[src/rtl/burst_mem_device.sv]
// burst_mem_device
//   Small register memory with burst access. A command in IDLE starts a
//   burst of burst_len+1 beats, one beat per cycle. The beat address
//   auto-increments from the sampled start address and wraps modulo the depth.
// Ports
//   clk, rst      clock (rising edge), asynchronous active-low reset
//   address       burst start address, sampled with the command
//   burst_len     beats-1, sampled with the command
//   write_en      start a write burst (IDLE only)
//   read_en       start a read burst (IDLE only)
//   data_wr       write data, one word consumed per write beat
//   data_rd       registered read data, holds its value between read beats
//   rd_valid      data_rd carries a new read beat this cycle
//   busy          burst still in progress after its first beat
//   cmd_err       one-cycle pulse for an illegal or ignored command
module burst_mem_device #(
  parameter int ADDRESS_W = 4,
  parameter int DATA_W    = 8,
  parameter int BLEN_W    = 2,
  parameter logic [DATA_W-1:0] RESET_VAL = DATA_W'(8'hFF)
) (
  input  logic                 clk,
  input  logic                 rst,
  input  logic [ADDRESS_W-1:0] address,
  input  logic [BLEN_W-1:0]    burst_len,
  input  logic                 write_en,
  input  logic                 read_en,
  input  logic [DATA_W-1:0]    data_wr,
  output logic [DATA_W-1:0]    data_rd,
  output logic                 rd_valid,
  output logic                 busy,
  output logic                 cmd_err
);

  localparam int DEPTH = 2**ADDRESS_W;

  typedef enum logic [1:0] {IDLE, WR_BURST, RD_BURST} state_t;

  state_t                 state, state_n;
  logic [BLEN_W-1:0]      cnt, cnt_n, len, len_n;
  logic [ADDRESS_W-1:0]   base, base_n;
  logic [DATA_W-1:0]      mem [DEPTH];

  logic                   we, re, err_n;
  logic [ADDRESS_W-1:0]   waddr, raddr, beat_addr;

  // Beat address wraps naturally in ADDRESS_W bits.
  assign beat_addr = base + ADDRESS_W'(cnt);

  always_comb begin
    state_n = state;
    cnt_n   = cnt;
    len_n   = len;
    base_n  = base;
    we      = 1'b0;
    re      = 1'b0;
    waddr   = address;
    raddr   = address;
    err_n   = 1'b0;
    unique case (state)
      IDLE: begin
        if (write_en && read_en) begin
          err_n = 1'b1;
        end else if (write_en || read_en) begin
          // Beat 0 is served in the command cycle itself.
          we     = write_en;
          re     = read_en;
          base_n = address;
          len_n  = burst_len;
          if (burst_len != '0) begin
            state_n = write_en ? WR_BURST : RD_BURST;
            cnt_n   = BLEN_W'(1);
          end
        end
      end
      WR_BURST: begin
        we    = 1'b1;
        waddr = beat_addr;
        // write_en may stay asserted through a write burst; only a read is a conflict.
        err_n = read_en;
      end
      RD_BURST: begin
        re    = 1'b1;
        raddr = beat_addr;
        err_n = read_en | write_en;
      end
      default: state_n = IDLE;
    endcase
    if (state != IDLE) begin
      if (cnt == len) begin
        state_n = IDLE;
        cnt_n   = '0;
      end else begin
        cnt_n = cnt + BLEN_W'(1);
      end
    end
  end

  always_ff @(posedge clk or negedge rst) begin
    if (!rst) begin
      state    <= IDLE;
      cnt      <= '0;
      len      <= '0;
      base     <= '0;
      data_rd  <= '0;
      rd_valid <= 1'b0;
      busy     <= 1'b0;
      cmd_err  <= 1'b0;
      for (int i = 0; i < DEPTH; i++) mem[i] <= RESET_VAL;
    end else begin
      state    <= state_n;
      cnt      <= cnt_n;
      len      <= len_n;
      base     <= base_n;
      rd_valid <= re;
      busy     <= (state_n != IDLE);
      cmd_err  <= err_n;
      if (re) data_rd <= mem[raddr];
      if (we) mem[waddr] <= data_wr;
    end
  end

endmodule
[config.mk]
export PLATFORM = sky130hd
export DESIGN_NAME = burst_mem_device
export DESIGN_NICKNAME = d
export VERILOG_FILES = /design/src/rtl/burst_mem_device.sv
export SDC_FILE = /design/constraint.sdc
export NUM_CORES = 1
export LEC_CHECK = 0
export ABC_AREA = 1
export CORE_UTILIZATION = 35
export CTS_CLUSTER_DIAMETER = 200
export DETAILED_ROUTE_END_ITERATION = 12
export PLACE_DENSITY_LB_ADDON = 0.2
export SETUP_SLACK_MARGIN = 0.5
export SLEW_MARGIN = 25
export SYNTH_ARGS = -nofsm -noshare
export SYNTH_HDL_FRONTEND = slang
export SYNTH_SLANG_ARGS = --single-unit
[constraint.sdc]
create_clock -name clk -period 2.41 [get_ports clk]
set_input_delay 0.6025 -clock clk [delete_from_list [all_inputs] [get_ports clk]]
set_output_delay 0.6025 -clock clk [all_outputs]
set_load 0.02 [all_outputs]
=== After elaboration in Yosys (flattened, before gate mapping) ===
Index checks and enable logic that the tools add are counted.

* Logic and storage cells: 79
* Output and inout bits: 11
* Register bits after elaboration: 149
* Input port bits: 18

* Equal/unequal tests: 4
* Order comparisons: 3
* Bitwise operators: 4
* Add/sub/neg operators: 2
* Reduce and logical (&&, ||, !) cells: 13
* Muxes and demuxes: 29

{| class="wikitable"
|+ Operators by type and width
! kind !! number
|-
| $bwmux W128 || 1
|-
| $bmux W8 S4 || 1
|-
| $demux W8 S4 || 1
|-
| $mux W2 || 12
|-
| $mux W8 || 3
|-
| $reduce_bool A2 Y1 || 6
|-
| $ge A5 B5 Y1 const B || 2
|-
| $not A4 Y5 || 2
|-
| $mux W4 || 2
|-
| $lt A5 B1 Y1 const B || 1
|-
| $mux W1 || 5
|-
| $add A4 B2 Y4 || 1
|-
| $pmux W1 S2 || 2
|-
| $pmux W2 S2 || 1
|-
| $reduce_and A4 Y1 || 1
|-
| $pmux W1 S3 || 1
|-
| $reduce_and A3 Y1 || 1
|-
| $add A2 B1 Y2 const B || 1
|-
| $eq A2 B1 Y1 const B || 1
|-
| $eq A2 B2 Y1 || 1
|-
| $eq A2 B2 Y1 const B || 1
|-
| $logic_and A1 B1 Y1 || 2
|-
| $logic_not A2 Y1 || 1
|-
| $ne A2 B1 Y1 const B || 1
|-
| 4 further kinds || 4
|}

=== Longest topological paths before layout ===
Gate-level depths: netlist of run 1.

* Depth after elaboration: 8
* Depth in mapped cells: 13

=== Worst setup path before layout of run 1 ===
Ideal clock, no wire load.

* Path kind: reg2reg
* From: register cnt[0]
* To: register mem[104] in the netlist's numbering
* Buffers on the path: 1
* Required time: 2.331 ns
* Path slack: 0.143 ns
* Arrival time: 2.188 ns
* Stages on the path, launching flop included: 10
* Cells stage by stage: dfrtp_1 > ha_1 > fa_1 > inv_1 > o21ai_2 > inv_2 > nor2_2 > nand3_2 > buf_2 > o21ai_0

* Cells in the longest elaborated chain, start to end: 8

{| class="wikitable"
|+ Ends and longest elaborated chain
! what !! line !! source
|-
| start: declaration || 40 || <nowiki>logic [BLEN_W-1:0] cnt, cnt_n, len, len_n;</nowiki>
|-
| start signal: assignment || 112 || <nowiki>cnt <= cnt_n;</nowiki>
|-
| $add A4 B2 Y4 * || 48 || <nowiki>assign beat_addr = base + ADDRESS_W'(cnt);</nowiki>
|-
| $mux W4 * || 60 || <nowiki>unique case (state)</nowiki>
|-
| $not A4 Y5 (implied by the code) * || 119 || <nowiki>if (we) mem[waddr] <= data_wr;</nowiki>
|-
| $ge A5 B5 Y1 (implied by the code) or $lt A5 B1 Y1 (tied branches) || 119 ||
|-
| $logic_and A1 B1 Y1 (implied by the code) || 119 ||
|-
| $mux W8 (implied by the code) || 119 ||
|-
| $demux W8 S4 * || 119 ||
|-
| $bwmux W128 * || 119 ||
|-
| end signal: indexed assignment || 119 ||
|-
| end: declaration || 42 || <nowiki>logic [DATA_W-1:0] mem [DEPTH];</nowiki>
|}

Mark *: on every way between the ends. The rest lies on a longest branch, timed or not.
A chain may end at the register's enable or synchronous reset.

=== Final worst setup path of run 1 ===
* From: register cnt[0]
* To: register mem[66] in the netlist's numbering

The elaborated chain is that of the path after synthesis.

==> metrics.md, run 1 <==
| Metric | Value |
|---|---|
| Outcome | finished clean |
| Worst skew pair latency | 0.44 ns |
| Final-report hold violation count | 0 |
| Hold WC Path Type | input pin to async pin |
| Final wirelength | 24,000 um |
| IO Count | 29 |
| Post-DRT Antenna Nets | 0 |
| Multi-input combinational cell area | 4040 sq um |
| Maximum VDD drop | 620 uV |
| Clock buffer count from CTS | 17 |
| Final setup violation count | 0 |
| Clk pin slew, worst setup/hold paths | 0.07 ns |
| Clk sinks | 149 |
| Cell area power density | 1430 nW/um^2 |
| Setup Slack @ Placement | -0.143 ns |
| Worst EP required | 2.77 ns |
| Tcrit/Tclk final | 0.956 |
| Core footprint | 21,300 sq um |
| Yosys cell types | 35 |
| RR Startpoint | cnt[0]$_DFFE_PN0P_ |
| Die height | 150 um |
| Final GP Congestion | 0.813 |
| Antenna cells | 0 |
| Slew @ Worst Pin | 0.578 ns |
| Post-Synth XOR/XNOR Area | 0.00228 |
| CTS Buffer Depth | 2 |
| Drt initial violations | 404 |
| Final hold slack | 0.0399 ns |
| Startpoint types | flop |
| Area Overhead vs Synth | 39.1% |
| Post-layout nets | 1,088 |
| Worst-path fanout max | 8 |
| GRT Total Usage | 0.215 |
| Htree depth | 4 |
| Starting density of the core | 0.361 |
| Drt pass-1 iters | 5 |
| CP cell instances | ha_2 -> fa_2 -> inv_4 -> o21ai_4 -> inv_2 -> nor2_4 -> buf_12 -> buf_12 -> nand3_4 -> nand2_2 -> o21ai_2 |
| Max incr delay on CP | 0.58 ns |
| First-pass GRT wire length | 35,900 um |
| #FFs+latches synth | 149 |
| Cell area after synthesis | 7690 sq um |
| Max Cap Viol | 0 |
| WP data arrival | 2.66 ns |
| Post-Synth Simple-Gate Area | 0.274 |
| Drt wl/cell | 17.8 um |
| Clock skew | 0.0148 ns |
| Area of the die | 22,600 sq um |
| Row count | 53 |
| Layout cells sized above 1 | 0.428 |
| Vias in the first global route | 6,257 |
| WP buf/inv | 4 |
| Setup ws final | 0.106 ns |
| Initial antenna violation count | 0 |
| Crit path top cell by count | buf_12 |
| Synth Instances | 980 |
| Syn nets | 1,005 |
| Crit path kind | flop to flop |
| Pins Over Slew Limit | 0 |
| Pleak | 4.68 nW |
| Total global routing overflow | 0 |
| RSZ-0062 raised after global routing | yes |
| FMAX | 434 MHz |
| I/O Buffers | 28 |
| Synthesis warning total | 0 |
| Root Buffer | clkbuf_16 |
| Slew HR | 0.613 |
| Width of the die | 150 um |
| Minimum clock period | 2.30 ns |
| Top cell family by delay on the critical path | adder cells |
| Compound-Gate Fraction of Synth Area | 0.0981 |
| Via density | 5.03 |
| Mux contribution to synthesized area | 0.00293 |
| Seq/Total Area, Yosys | 0.506 |
| Largest family of logic cells by synthesized area | simple AND/OR/NAND/NOR gates |
| Slowest CP cell | fa_2 |
| Fill cells | 1,992 |
| Routed vias | 6,790 |
| Final core occ | 0.502 |
| Post-CTS Hold Fix Bufs | 0 |
| Largest net degree at the start of global routing | 56 |
| Post-synthesis adder-cell area fraction | 0.0124 |
| Syn avg cell area | 7.85 sq um |
| Hpwl dp | 13,600 um |
| CP startpoint | cnt[0]$_DFFE_PN0P_ |
| CTS tree | yes |
| Residual DRC count | 0 |
| Crit end category | flop |
| FF/Latch Area | 3890 sq um |
[cell usage after synthesis]
cell type | number | area (sq um)
nand2_1 | 279 | 1050
nand3_2 | 16 | 160
a22oi_1 | 1 | 7.51
dfstp_2 | 128 | 3360
mux2_2 | 2 | 22.5
nor2_1 | 5 | 18.8
o21ai_0 | 88 | 440
ha_1 | 6 | 75.1
a21oi_1 | 1 | 5.00
or2_2 | 3 | 18.8
o21ai_1 | 49 | 245
buf_6 | 1 | 11.3
nor2_4 | 2 | 22.5
buf_1 | 4 | 15.0
clkbuf_1 | 24 | 90.1
nand3_1 | 158 | 791
buf_2 | 21 | 105
nand3b_1 | 1 | 7.51
dfrtp_1 | 21 | 526
nand2_2 | 1 | 6.26
xor2_1 | 1 | 8.76
o21ai_2 | 1 | 8.76
o221ai_1 | 1 | 8.76
or3_1 | 1 | 6.26
o21ai_4 | 1 | 16.3
o211ai_1 | 1 | 7.51
or2_4 | 1 | 8.76
clkinv_1 | 1 | 3.75
inv_1 | 150 | 563
inv_2 | 3 | 11.3
fa_1 | 1 | 20.0
inv_4 | 1 | 6.26
nor2_2 | 3 | 18.8
xnor2_1 | 1 | 8.76
o31ai_1 | 2 | 15.0
[layout make-up]
| class | instances | area share |
|---|---|---|
| sequential | 149 | 0.364 |
| multi-input combinational | 638 | 0.377 |
| inverter | 155 | 0.0565 |
| clock buffer | 22 | 0.0434 |
| clock inverter | 9 | 0.0163 |
| timing repair buffer | 102 | 0.111 |
| tap | 275 | 0.0322 |
[logic make-up (layout without fill, tap and decap cells)]
logic type               count (synthesis)  in the layout
AND/OR/NAND/NOR                        470            482
buffers and inverters                  205            288
flip-flops                             149            149
AO/OA/AOI/OAI                          145            145
adder cells (fa/ha/maj)                  7              7
XOR/XNOR                                 2              2
multiplexers                             2              2
[state kept, by name, indices dropped and copies added, names as in the netlist, 2 cells and up]
name     flops
mem        128
data_rd      8
base         4
cnt          2
len          2
state        2
[worst paths after layout]
kind                                  endpoint  slack [ns]  depth (start not counted)
min reg2reg                 mem[0]$_DFFE_PN1P_        0.47                          2
max in group asynchronous  mem[54]$_DFFE_PN1P_        1.67                          2
max                        mem[66]$_DFFE_PN1P_        0.11                         11
min in group clk            mem[0]$_DFFE_PN1P_        0.47                          2
max reg2reg                mem[66]$_DFFE_PN1P_        0.11                         11
min                         len[1]$_DFFE_PN0P_        0.04                          1
[per-layer routing]
metal,track usage,up-vias,share of wire
met5,0,-,0
met4,0.0758,0,0.020
met3,0.0333,30,0.041
met2,0.333,154,0.47
met1,0.303,3292,0.47
li1,-,3314,-
[cell usage in the layout (no fill, tap or decap), types with 4 or more instances in the layout]
cell	count
inv_1	147
buf_12	16
o21ai_4	4
dfstp_2	128
o21ai_2	77
clkdlybuf4s50_1	14
buf_4	37
dlygate4sd2_1	11
buf_6	16
ha_1	5
inv_2	4
dfrtp_1	20
nand3_4	28
clkbuf_16	21
nand2_4	14
o21ai_1	54
nand3_2	16
nand3_1	142
nand2_1	201
bufinv_16	5
nand2_2	65
nor2_4	4
o21ai_0	4
nor2_1	4
[power breakdown]
group / total (mW) / internal, mW / switching, mW
Combinational: 7.14 / 2.87 / 4.27
Sequential: 5.17 / 4.40 / 0.771
Clock: 2.96 / 1.88 / 1.08
[repair_timing]
item | in CTS | in global routing
cloned | 9 | 9
pin swaps | 5 | 26
setup endpoints to repair | 148 | 139
hold endpoints to repair | 0 | 0
setup buffers | 6 | 12
gates resized for setup | 75 | 218
[per-stage QoR]
stage	area (sq um)	total power [mW]	std cells	setup TNS (ns)
6_report	10700	15.3	1350	0
5_1_grt	10700	16.3	1350	0
4_1_cts	9700	14.0	1329	0
3_5_place_dp	8750	10.6	1283	-2.55
3_3_place_gp	8750	10.5	1283	-2.91
2_1_floorplan	7940	8.82	980	0
Power figures use the tool's default switching activity.
==> inputs of run 2 (changes only) <==
Clock period 2.41 ns to 2.3 ns, I/O delays scaled along.
==> metrics.md, run 2 (synthesis results as in run 1) <==
| Metric | Value |
|---|---|
| Outcome | finished clean |
| Hold WC Path Type | input pin to async pin |
| Slew @ Worst Pin | 0.883 ns (+0.304 ns) |
| Layout cells sized above 1 | 0.363 (-0.0646) |
| Slew HR | 0.411 (-0.202) |
| Clk sinks | 149 (unchanged) |
| Clk pin slew, worst setup/hold paths | 0.06 ns (about the same) |
| Clock skew | 0.00772 ns (-0.00706 ns) |
| Startpoint types | flop |
| Minimum clock period | 2.27 ns (-0.0377 ns) |
| Via density | 5.02 (-0.14%) |
| Root Buffer | clkbuf_16 |
| Fill cells | 2,034 (+2.1%) |
| FMAX | 441 MHz (+1.7%) |
| IO Count | 29 (unchanged) |
| Final hold slack | 0.0954 ns (+0.0555 ns) |
| Routed vias | 6,745 (-0.66%) |
| Antenna cells | 0 (unchanged) |
| Cell area power density | 1490 nW/um^2 (+4.3%) |
| Total global routing overflow | 0 (unchanged) |
| RSZ-0062 raised after global routing | yes |
| Worst-path fanout max | 8 (unchanged) |
| Total power | 15.3 mW (+0.20%) |
| Initial antenna violation count | 0 (unchanged) |
| Crit path kind | flop to flop |
| CP startpoint | cnt[0]$_DFFE_PN0P_ |
| GRT Total Usage | 0.218 (+0.00361) |
| Maximum VDD drop | 609 uV (-1.8%) |
| Tcrit/Tclk final | 0.985 (+0.0293) |
| Final GP Congestion | 0.827 (+1.8%) |
| Commonest non-fill, non-tap cells in the layout | nand2_1, inv_1, nand3_1 |
| Post-layout nets | 1,080 (-0.74%) |
| Area of the die | 22,600 sq um (unchanged) |
| Commonest non-fill, non-tap cell in the layout | nand2_1 |
| Post-DP Area | 8790 sq um (+0.46%) |
| Area Overhead vs Synth | 33.6% |
| Largest net degree at the start of global routing | 52 (-7.1%) |
| Largest Register | mem |
| CTS Buffer Depth | 2 (unchanged) |
| Final-report hold violation count | 0 (unchanged) |
| I/O Buffers | 28 (unchanged) |
| Die height | 150 um (unchanged) |
| Width of the die | 150 um (unchanged) |
| Row count | 53 (unchanged) |
| Largest registers | mem (128), data_rd (8), base (4) |
| RR Startpoint | cnt[0]$_DFFE_PN0P_ |
| Post-route cell area | 10,300 sq um (-3.9%) |
| Drt initial violations | 495 (+23%) |
| Max reg flops | 128 (unchanged) |
| Starting density of the core | 0.361 (unchanged) |
| Final setup violation count | 0 (unchanged) |
| CTS tree | yes |
| WP data arrival | 2.63 ns (-0.03 ns) |
| Register-to-Register Setup Slack | 0.03 ns (-0.07 ns) |
| Worst EP required | 2.67 ns (-0.10 ns) |
| Pins Over Slew Limit | 0 (unchanged) |
| Crit end category | flop |
| Max Cap Viol | 0 (unchanged) |
| Setup_tns | 0 ns (unchanged) |
| Htree depth | 4 (unchanged) |
| Clock buffer count from CTS | 17 (unchanged) |
| Worst skew pair latency | 0.43 ns (about the same) |
| Drt pass-1 iters | 5 (unchanged) |
| First-pass GRT wire length | 36,900 um (+2.9%) |
| Vias in the first global route | 6,646 (+6.2%) |
| Hpwl dp | 13,600 um (+0.25%) |
| Final wirelength | 23,300 um (-3.0%) |
| Post-DRT Antenna Nets | 0 (unchanged) |
| R2R cell count | 12 (+1) |
| Pleak | 4.54 nW (-3.1%) |
| Residual DRC count | 0 (unchanged) |
| Drt wl/cell | 17.3 um (-2.5%) |
| Core footprint | 21,300 sq um (unchanged) |
[run 2: path summary, 6_finish.rpt]
kind / endpoint
min reg2reg: mem[28]$_DFFE_PN1P_
max reg2reg: data_rd[4]$_DFFE_PN0P_
min in group clk: mem[28]$_DFFE_PN1P_
min: len[1]$_DFFE_PN0P_
max: data_rd[4]$_DFFE_PN0P_
max in group asynchronous: mem[18]$_DFFE_PN1P_
[run 2: critical path, cell delays in order (launching register included)]
cell	delay, ns
dfrtp_1	0.40
ha_2	0.19
fa_2	0.56
inv_2	0.07
o21ai_4	0.14
buf_12	0.15
buf_12	0.13
nand3_1	0.15
nand3_2	0.12
nand3_1	0.08
nand2_1	0.10
nand2_1	0.05
nand2_1	0.05
[run 2: per-stage QoR]
stage	setup WS, ns	instances	util
2_1_floorplan	0.131	980	-
3_3_place_gp	-0.150	1285	0.413
3_5_place_dp	-0.166	1285	0.413
4_1_cts	0.0324	1335	0.462
5_1_grt	-0.0640	1343	0.483
6_report	0.0336	1343	0.483
[run 2: report_power, final]
group / switching, mW / internal (mW)
clock: 1.13 / 1.73
sequential: 0.714 / 4.60
combinational: 4.29 / 2.84
[run 2: area by class of cell]
class	instances	area [sq um]	share of cell area
sequential	149	3890	0.378
multi-input combinational	637	3710	0.361
timing repair buffer	95	1130	0.110
inverter	155	602	0.0586
clock buffer	19	443	0.0431
tap	275	344	0.0335
clock inverter	13	158	0.0153
[run 2: routing by layer]
layer	track usage	vias to the layer above	wire length, um
li1	-	3308	-
met1	0.287	3240	10600
met2	0.355	165	11100
met3	0.0448	32	1070
met4	0.0773	0	557
met5	0	-	0
[run 2: repair_timing]
action                                  4_1_cts  5_1_grt
gates resized for setup                     104      100
setup buffers                                 7        4
pin swaps                                    10       11
hold buffers                                  0        0
gates cloned                                 11        4
endpoints found under the setup margin      149      141
==> inputs of run 3 (changes only) <==
Settings changed: CTS_CLUSTER_SIZE set to 20, SKIP_LAST_GASP set to 1.
==> metrics.md, run 3 (synthesis results as in run 1) <==
| Metric | Value |
|---|---|
| Total global routing overflow | 0 (unchanged) |
| Worst skew pair latency | 0.42 ns (about the same) |
| Commonest non-fill, non-tap cell in the layout | nand2_1 |
| IO Count | 29 (unchanged) |
| Post-DP Area | 8790 sq um (unchanged) |
| Wl on met1 | 10,600 um (+0.46%) |
| I/O Buffers | 28 (unchanged) |
| Area Overhead vs Synth | 33.1% |
| RSZ-0062 raised after global routing | yes |
| Tcrit/Tclk final | 0.982 (-0.00324) |
| Max reg flops | 128 (unchanged) |
| Clock buffer count from CTS | 17 (unchanged) |
| Clock skew | 0.00734 ns (-0.000384 ns) |
| Clk pin slew, worst setup/hold paths | 0.06 ns (about the same) |
| Final-report hold violation count | 0 (unchanged) |
| Root Buffer | clkbuf_16 |
| Drt initial violations | 512 (+3.4%) |
| Largest net degree at the start of global routing | 52 (unchanged) |
| Pins Over Slew Limit | 0 (unchanged) |
| Layout cells sized above 1 | 0.356 (-0.00749) |
| Hold WC Path Type | input pin to async pin |
| Met2 routed WL | 11,000 um (about the same) |
| Largest Register | mem |
| RR Startpoint | cnt[0]$_DFFE_PN0P_ |
| Total power | 15.2 mW (-0.44%) |
| First-pass GRT wire length | 36,900 um (unchanged) |
| Outcome | finished clean |
| GRT Total Usage | 0.218 (unchanged) |
| Pleak | 4.52 nW (-0.29%) |
| Antenna cells | 0 (unchanged) |
| Post-DRT Antenna Nets | 0 (unchanged) |
| Via density | 5.00 (-0.39%) |
| Crit end category | flop |
| Drt wl/cell | 17.3 um (-0.32%) |
| Post-layout nets | 1,080 (unchanged) |
| Width of the die | 150 um (unchanged) |
| Minimum clock period | 2.26 ns (-0.00746 ns) |
| Final setup violation count | 0 (unchanged) |
| Final wirelength | 23,200 um (-0.32%) |
| R2R cell count | 12 (unchanged) |
| Maximum VDD drop | 607 uV (-0.21%) |
| Row count | 53 (unchanged) |
| Worst EP required | 2.67 ns (about the same) |
| Clk sinks | 149 (unchanged) |
| Setup Slack @ Placement | -0.166 ns (unchanged) |
| Worst-path fanout max | 12 (+4) |
| Htree depth | 4 (unchanged) |
| Post-route cell area | 10,200 sq um (-0.37%) |
| Routed length on met3 | 973 um (-8.9%) |
| Residual DRC count | 0 (unchanged) |
| Fill cells | 2,040 (+0.29%) |
| Initial antenna violation count | 0 (unchanged) |
| FMAX | 443 MHz (+0.33%) |
| Final GP Congestion | 0.827 (unchanged) |
| Max Cap Viol | 0 (unchanged) |
| Largest registers | mem (128), data_rd (8), base (4) |
| Cell area power density | 1490 nW/um^2 (about the same) |
| CTS tree | yes |
| Drt pass-1 iters | 5 (unchanged) |
| Routed vias | 6,719 (-0.39%) |
| Slew HR | 0.414 (+0.00328) |
| Vias in the first global route | 6,646 (unchanged) |
| Die height | 150 um (unchanged) |
| Commonest non-fill, non-tap cells in the layout | nand2_1, nand3_1, inv_1 |
| Setup ws final | 0.0411 ns (+0.00746 ns) |
| Register-to-Register Setup Slack | 0.04 ns (about the same) |
| WP data arrival | 2.63 ns (about the same) |
| Post-CTS Hold Fix Bufs | 0 (unchanged) |
| Slew @ Worst Pin | 0.878 ns (-0.00492 ns) |
| CTS Buffer Depth | 2 (unchanged) |
| Core footprint | 21,300 sq um (unchanged) |
| Hpwl dp | 13,600 um (unchanged) |
| Starting density of the core | 0.361 (unchanged) |
| Final core occ | 0.481 (-0.00176) |
| Final hold slack | 0.0908 ns (-0.00461 ns) |
| RR Endpoint | data_rd[0]$_DFFE_PN0P_ |
| Area of the die | 22,600 sq um (unchanged) |
| Crit path kind | flop to flop |
| Startpoint types | flop |
| Top sig layer | met4 |
## run 3: cell counts in the layout (fill, tap and decap cells not counted)
No cell type changed its count.
## run 3: area by class of cell
class / count / area (sq um) / share of cell area
clock buffers: 19 / 443 / 0.0433
clock inverters: 13 / 158 / 0.0154
inverters: 155 / 599 / 0.0585
multi-input cells: 637 / 3680 / 0.359
flip-flops and latches: 149 / 3890 / 0.380
well taps: 275 / 344 / 0.0336
repair buffers: 95 / 1130 / 0.110
## run 3: how the worst max path moves through the flow
stage                   startpoint                     end  slack [ns]  depth (start not counted)
6_report        cnt[0]$_DFFE_PN0P_  data_rd[0]$_DFFE_PN0P_        0.04                         12
5_1_grt        base[0]$_DFFE_PN0P_  data_rd[6]$_DFFE_PN0P_       -0.08                         12
4_1_cts        base[0]$_DFFE_PN0P_  data_rd[4]$_DFFE_PN0P_        0.03                         11
3_5_place_dp               read_en     mem[50]$_DFFE_PN1P_       -0.17                          9
3_3_place_gp               read_en     mem[92]$_DFFE_PN1P_       -0.15                         11
2_1_floorplan   cnt[0]$_DFFE_PN0P_    mem[104]$_DFFE_PN1P_        0.13                          9
## run 3: timing repair
item,4_1_cts,5_1_grt
gates cloned,11,4
gates resized for setup,104,91
setup endpoints to repair,149,141
pin swaps,10,11
buffers inserted,7,4
## run 3: critical path, stage by stage (launching register included)
cell and delay [ns]:
dfrtp_1 0.40, ha_2 0.19, fa_2 0.56, inv_2 0.07, o21ai_4 0.14, buf_12 0.15, clkbuf_16 0.17, nand3_1 0.08
nand3_1 0.11, nand3_1 0.11, nand2_1 0.11, nand2_1 0.06, nand2_1 0.05
## run 3: stage by stage
step | TNS, ns | cells
CTS | 0 | 1335
global route | -1.20 | 1343
floorplan | 0 | 980
global placement | -7.15 | 1285
finish | 0 | 1343
detailed placement | -7.14 | 1285
## run 3: report_power, final
part	total [mW]	internal, mW	switching (mW)	leakage, nW
combinational	7.06	2.81	4.25	2.63
clock	2.86	1.73	1.13	0.293
sequential	5.31	4.60	0.712	1.60
## run 3: layer usage
layer  up-vias  GRT usage
met5         -          0
met4         0     0.0773
met3        31     0.0448
met2       148      0.355
met1      3230      0.287
li1       3310          -
